File: src/rtl/booth_seq_ctrl_pkg.sv
// Shared encodings for the Booth multiplier family.
// State codes and Booth op decode used by the sequencer and step.
package booth_seq_ctrl_pkg;

  localparam logic [1:0] ST_IDLE = 2'd0;
  localparam logic [1:0] ST_RUN  = 2'd1;
  localparam logic [1:0] ST_DONE = 2'd2;

  localparam logic [1:0] OP_NOP = 2'd0;
  localparam logic [1:0] OP_ADD = 2'd1;
  localparam logic [1:0] OP_SUB = 2'd2;

  function automatic logic [1:0] booth_op(
    input logic [1:0] i_pair
  );
    logic [1:0] w_op;
    w_op = OP_NOP;
    case (i_pair)
      2'b01:   w_op = OP_ADD;
      2'b10:   w_op = OP_SUB;
      default: w_op = OP_NOP;
    endcase
    return w_op;
  endfunction

endpackage

File: src/rtl/booth_seq_ctrl_if.sv
// Operand issue / product return handshake bundle.
// Master is the issuer+consumer side, slave is the sequencer.
interface booth_seq_ctrl_if #(
  parameter int WIDTH = 32
);
  logic                 in_valid;
  logic                 in_ready;
  logic [WIDTH-1:0]     multiplicand;
  logic [WIDTH-1:0]     multiplier;
  logic                 out_valid;
  logic                 out_ready;
  logic [2*WIDTH-1:0]   product;
  logic                 busy;

  modport master (
    output in_valid, multiplicand, multiplier, out_ready,
    input  in_ready, out_valid, product, busy
  );

  modport slave (
    input  in_valid, multiplicand, multiplier, out_ready,
    output in_ready, out_valid, product, busy
  );
endinterface

File: src/rtl/booth_seq_ctrl_booth_step.sv
// One radix-2 Booth iteration on R = {ACC, Q, Qm1}:
// conditional add/sub into ACC, then arithmetic right shift of R.
module booth_step
  import booth_seq_ctrl_pkg::*;
#(
  parameter int WIDTH = 32
) (
  input  logic [2*WIDTH+1:0] i_r,
  input  logic [WIDTH:0]     i_m,
  input  logic [WIDTH:0]     i_mn,
  output logic [2*WIDTH+1:0] o_r
);

  logic [1:0]         w_op;
  logic [WIDTH:0]     w_addend;
  logic [WIDTH:0]     w_acc;
  logic [2*WIDTH+1:0] w_sum;

  always_comb begin
    w_op     = booth_op(i_r[1:0]);
    w_addend = '0;
    unique case (1'b1)
      (w_op == OP_ADD): w_addend = i_m;
      (w_op == OP_SUB): w_addend = i_mn;
      default:          w_addend = '0;
    endcase
    w_acc = i_r[2*WIDTH+1:WIDTH+1] + w_addend;
    w_sum = {w_acc, i_r[WIDTH:0]};
    o_r   = {w_sum[2*WIDTH+1], w_sum[2*WIDTH+1:1]};
  end

endmodule

File: src/rtl/booth_seq_ctrl.sv
// Sequencer for the radix-2 Booth shift-add multiplier.
// Loads R, steps it WIDTH times, then holds the product.
module booth_seq_ctrl
  import booth_seq_ctrl_pkg::*;
#(
  parameter int WIDTH = 32,
  parameter int CNT_W = 6
) (
  input logic              clk,
  input logic              rst_n,
  booth_seq_ctrl_if.slave  bus
);

  logic [1:0]         r_state;
  logic [CNT_W-1:0]   r_cnt;
  logic [2*WIDTH+1:0] r_work;
  logic [WIDTH:0]     r_m;
  logic [WIDTH:0]     r_mn;
  logic               r_in_ready;
  logic               r_out_valid;

  logic [2*WIDTH+1:0] w_next;
  logic [WIDTH:0]     w_m;
  logic               w_accept;
  logic               w_handoff;
  logic               w_last;

  booth_step #(
    .WIDTH (WIDTH)
  ) u_step (
    .i_r  (r_work),
    .i_m  (r_m),
    .i_mn (r_mn),
    .o_r  (w_next)
  );

  // ACC is one bit wider so negating the most negative operand is exact
  assign w_m       = {bus.multiplicand[WIDTH-1], bus.multiplicand};
  assign w_accept  = r_in_ready && bus.in_valid;
  assign w_handoff = r_out_valid && bus.out_ready;
  assign w_last    = (r_cnt == CNT_W'(WIDTH - 1));

  always_ff @(posedge clk) begin
    if (!rst_n) begin
      r_state     <= ST_IDLE;
      r_cnt       <= '0;
      r_work      <= '0;
      r_m         <= '0;
      r_mn        <= '0;
      r_in_ready  <= 1'b1;
      r_out_valid <= 1'b0;
    end else begin
      unique case (1'b1)
        (r_state == ST_IDLE): begin
          if (w_accept) begin
            r_work     <= {{(WIDTH+1){1'b0}}, bus.multiplier, 1'b0};
            r_m        <= w_m;
            r_mn       <= -w_m;
            r_cnt      <= '0;
            r_in_ready <= 1'b0;
            r_state    <= ST_RUN;
          end
        end
        (r_state == ST_RUN): begin
          r_work <= w_next;
          r_cnt  <= r_cnt + 1'b1;
          if (w_last) begin
            r_state     <= ST_DONE;
            r_out_valid <= 1'b1;
          end
        end
        (r_state == ST_DONE): begin
          if (w_handoff) begin
            r_state     <= ST_IDLE;
            r_out_valid <= 1'b0;
            r_in_ready  <= 1'b1;
          end
        end
        default: begin
          r_state     <= ST_IDLE;
          r_cnt       <= '0;
          r_in_ready  <= 1'b1;
          r_out_valid <= 1'b0;
        end
      endcase
    end
  end

  assign bus.in_ready  = r_in_ready;
  assign bus.out_valid = r_out_valid;
  assign bus.product   = r_work[2*WIDTH:1];
  assign bus.busy      = (r_state == ST_RUN) || (r_state == ST_DONE);

endmodule

File: src/flat_wrapper.sv
// flat-port wrapper written by rule: the top's interface ports become plain ports
module booth_seq_ctrl_flat import booth_seq_ctrl_pkg::*;
#(
  parameter int WIDTH = 32,
  parameter int CNT_W = 6
)
  (clk, rst_n, bus_in_valid, bus_multiplicand, bus_multiplier, bus_out_ready, bus_in_ready, bus_out_valid, bus_product, bus_busy);
  booth_seq_ctrl_if #(.WIDTH(WIDTH)) bus_i ();
  input logic clk;
  input logic rst_n;
  input wire logic [$bits(bus_i.in_valid)-1:0] bus_in_valid;
  input wire logic [$bits(bus_i.multiplicand)-1:0] bus_multiplicand;
  input wire logic [$bits(bus_i.multiplier)-1:0] bus_multiplier;
  input wire logic [$bits(bus_i.out_ready)-1:0] bus_out_ready;
  output wire logic [$bits(bus_i.in_ready)-1:0] bus_in_ready;
  output wire logic [$bits(bus_i.out_valid)-1:0] bus_out_valid;
  output wire logic [$bits(bus_i.product)-1:0] bus_product;
  output wire logic [$bits(bus_i.busy)-1:0] bus_busy;
  assign bus_i.in_valid = bus_in_valid;
  assign bus_i.multiplicand = bus_multiplicand;
  assign bus_i.multiplier = bus_multiplier;
  assign bus_i.out_ready = bus_out_ready;
  assign bus_in_ready = bus_i.in_ready;
  assign bus_out_valid = bus_i.out_valid;
  assign bus_product = bus_i.product;
  assign bus_busy = bus_i.busy;
  booth_seq_ctrl #(.WIDTH(WIDTH), .CNT_W(CNT_W)) u_core (.clk(clk), .rst_n(rst_n), .bus(bus_i));
endmodule
File: config.mk
export PLATFORM = sky130hd
export DESIGN_NAME = booth_seq_ctrl_flat
export DESIGN_NICKNAME = d
export VERILOG_FILES = /design/src/rtl/booth_seq_ctrl_pkg.sv /design/src/rtl/booth_seq_ctrl_if.sv /design/src/rtl/booth_seq_ctrl_booth_step.sv /design/src/rtl/booth_seq_ctrl.sv /design/src/flat_wrapper.sv
export SDC_FILE = /design/constraint.sdc
export NUM_CORES = 1
export LEC_CHECK = 0
export CAP_MARGIN = 20
export CORE_MARGIN = 4
export CORE_UTILIZATION = 45
export DETAILED_ROUTE_END_ITERATION = 8
export GPL_TIMING_DRIVEN = 0
export PLACE_DENSITY_LB_ADDON = 0.08
export RECOVER_POWER = 50
export SLEW_MARGIN = 20
export SYNTH_ARGS = -nofsm -noshare
export SYNTH_HDL_FRONTEND = slang
export SYNTH_SLANG_ARGS = --single-unit
File: constraint.sdc
create_clock -name clk -period 3.5 [get_ports clk]
set_clock_uncertainty 0.2 [all_clocks]
set_input_delay 0.35 -clock clk [delete_from_list [all_inputs] [get_ports clk]]
set_output_delay 0.35 -clock clk [all_outputs]
set_load 0.005 [all_outputs]
==> metrics.txt <==
Setup TNS 0 ns; starting density of the core 0.458; initial antenna violation count 0; CTS Buf Count 17; Synth top area share 0.326; Hold EP u_core.r_mn[19]; Finished Layout Cells 1486; hold slack 0.252 ns; Ys Warns 0; Mean Syn Cell Area 7.84 µm²; port buffer count 134; Tmin final around 3.4 ns; H-Tree Depth 4; reg2reg start u_core.r_work[1]; dominant cells by area after synthesis dfxtp_1, nand2_1, a21oi_1; critical path type register to register; insertion delay to the later sink of the worst-skew pair ~0.43 ns; Cell Rows 50; Vias/cell ~5.4; pwr/cell area 590 nW/µm²; count leader, synth nand2_1; Req. time, crit path 3.61 ns; vias in the first global route 7289; hold depth 2; clk buf depth 2; Power, Total 6510 µW; total wire length ~25000 µm; hold buffer count at CTS 0; share of cells above drive strength 1 0.140; final setup vio count 0; Hold Startpoint u_core.r_mn[19]; Slew Limit Fails 0; R2R cell count 16; HPWL after detailed placement 18700 µm; Syn Inst Count 1088; core area roughly 19000 µm²; CP arrival 3.55 ns; die area 21200 µm²; Lkg Pwr 0.00436 µW; max_slew headroom 0.448; final hold violations 0; syn nets 1196; routed via count 7993; Final Cycle Share 0.981; CTS tree done; Crit path top cell by count inv_1; Max IR drop VDD 0.395 mV; drt initial violations 445; # diodes 0; Layout Nets about 1300; I/O pin count 135; CP max-delay cell fa_2; status complete, no violations; CP top delay family compound AO/OA/AOI/OAI gates; global-route wire length before repair about 40000 µm; end of the worst register-to-register path u_core.r_work[58]; per-cell routed wire length 16.6 µm; GRT overflow 0; Worst setup SP type register; Area growth syn-to-layout 29.3%; maxcap violations 0; ANT nets after route 0; Seq cells post-synth 139; setup slack, reg-to-reg 0.07 ns; DRC viols 0; clock slew at reported path FFs roughly 0.060 ns; f_max just under 300 MHz; Distinct cells, synth 68; final worst slack 0.0656 ns; post-synth top area cell dfxtp_1; Die Y around 150 µm; chip width 146 µm; synthesized area about 8500 µm²; GRT Total Usage 0.226; Clock Sinks between 100 and 150; Seq/Total Area, Yosys 0.326; Routability Congestion 0.906; Worst Tran Pin Value around 0.83 ns; CTS root buf clkbuf_16; placed cell count 1456; ys async rst share 0; largest net degree at the start of global routing 17; Post-synth EDFFs 0; pre-CTS setup slack -0.612 ns; crit path capture type register; Critical Path Max Stage Delay 0.37 ns; crit-path cells inv_1 > ha_4 > clkbuf_8 > nor2_1 > nor3b_2 > ha_2 > inv_1 > fa_2 > nor2b_4 > o31ai_4 > a21oi_2 > buf_4 > o311a_1 > o21ai_2 > a21o_1 > a32o_1; Post-synth top cells nand2_1, dfxtp_1, nor2_1; min-delay worst type register to register; DRT Pass-1 Iters 6; crit-path max FO 10; CP Buf/Inv Count 4; Main synth FF type dfxtp_1
[power by group]
part / leakage, µW / switching (µW) / internal, µW
registers: 0.00114 / 244 / 1940
clock network: 0.000290 / 709 / 1150
logic: 0.00293 / 1390 / 1080
total: 0.00436 / 2350 / 4160
[metrics by stage]
step	utilization	cell area, µm²
floorplan	-	8530
global placement	0.545	10200
detailed placement	0.545	10200
CTS	0.582	10800
global route	0.591	11000
finish	0.591	11000
[worst max-delay path by stage]
| stage | slack, ns | cells after the start | to | start |
|---|---|---|---|---|
| floorplan | 0.25 | 15 | u_core.r_work[64] | u_core.r_work[1] |
| global placement | -0.59 | 15 | u_core.r_work[64] | u_core.r_work[1] |
| detailed placement | -0.61 | 15 | u_core.r_work[64] | u_core.r_work[1] |
| CTS | -0.02 | 15 | u_core.r_work[64] | u_core.r_work[1] |
| global route | -0.02 | 16 | u_core.r_work[58] | u_core.r_work[1] |
| finish | 0.07 | 16 | u_core.r_work[58] | u_core.r_work[1] |
[worst reg2reg max path, stage by stage, from the launching register on]
cell and delay, ns:
dfxtp_2 0.36, inv_1 0.11, ha_4 0.19, clkbuf_8 0.19, nor2_1 0.06, nor3b_2 0.19
ha_2 0.21, inv_1 0.05, fa_2 0.37, nor2b_4 0.17, o31ai_4 0.09, a21oi_2 0.15
buf_4 0.15, o311a_1 0.30, o21ai_2 0.10, a21o_1 0.19, a32o_1 0.24
[per-layer routing]
| layer | share of wire | vias to the layer above | GRT usage | wire [µm] |
|---|---|---|---|---|
| met2 | 0.47 | 188 | 0.365 | 11600 |
| met4 | 0.0097 | 0 | 0.0427 | 240 |
| met5 | 0 | - | 0 | 0 |
| met3 | 0.040 | 17 | 0.0417 | 987 |
| met1 | 0.48 | 3726 | 0.319 | 11900 |
| li1 | - | 4062 | - | - |
[cell usage in the layout (no fill, tap or decap), types with 16 or more instances in the layout]
| master | synthesis | final |
|---|---|---|
| nand2_1 | 169 | 169 |
| dfxtp_1 | 139 | 137 |
| nor2_1 | 117 | 116 |
| a21oi_1 | 104 | 99 |
| clkdlybuf4s50_1 | 0 | 76 |
| buf_4 | 64 | 60 |
| dlygate4sd3_1 | 0 | 58 |
| clkbuf_1 | 55 | 46 |
| mux2i_1 | 36 | 36 |
| a211oi_1 | 39 | 35 |
| xnor2_1 | 33 | 33 |
| ha_1 | 39 | 33 |
| o21ai_0 | 35 | 31 |
| a22oi_1 | 40 | 30 |
| inv_1 | 21 | 21 |
| nand3_1 | 18 | 18 |
| clkbuf_16 | 0 | 17 |
| xor2_1 | 16 | 16 |
[flip-flops by register name (all words and copies together), names as in the netlist]
| signal | cells |
|---|---|
| u_core.bus.out_valid | 1 |
| u_core.r_m | 31 |
| u_core.bus.in_ready | 1 |
| u_core.r_state | 2 |
| u_core.r_work | 65 |
| u_core.r_mn | 33 |
| u_core.r_cnt | 6 |
[kinds of logic (layout without fill, tap and decap cells)]
logic type	count (synthesis)	after routing	synth area share
compound gates	278	278	0.209
buf+inv	150	314	0.0958
simple gates	395	395	0.215
xor+xnor	49	49	0.0503
fa+ha+maj	40	40	0.0596
flops	139	139	0.326
mux	37	37	0.0436
[repair_timing]
action	in CTS	in global routing
gates cloned	0	0
pin swaps	3	5
gates resized for setup	25	42
buffers inserted	1	4
endpoints found under the setup margin	21	20
[cell type report]
| type | count | area, µm² |
|---|---|---|
| fill | 1769 | 7620 |
| buffer | 122 | 736 |
| multi-input combinational | 799 | 5160 |
| timing repair buffer | 139 | 1380 |
| clock buffer | 23 | 458 |
| tap | 234 | 293 |
| clock inverter | 9 | 139 |
| inverter | 21 | 78.8 |
| sequential | 139 | 2790 |
Power figures use the tool's default switching activity.
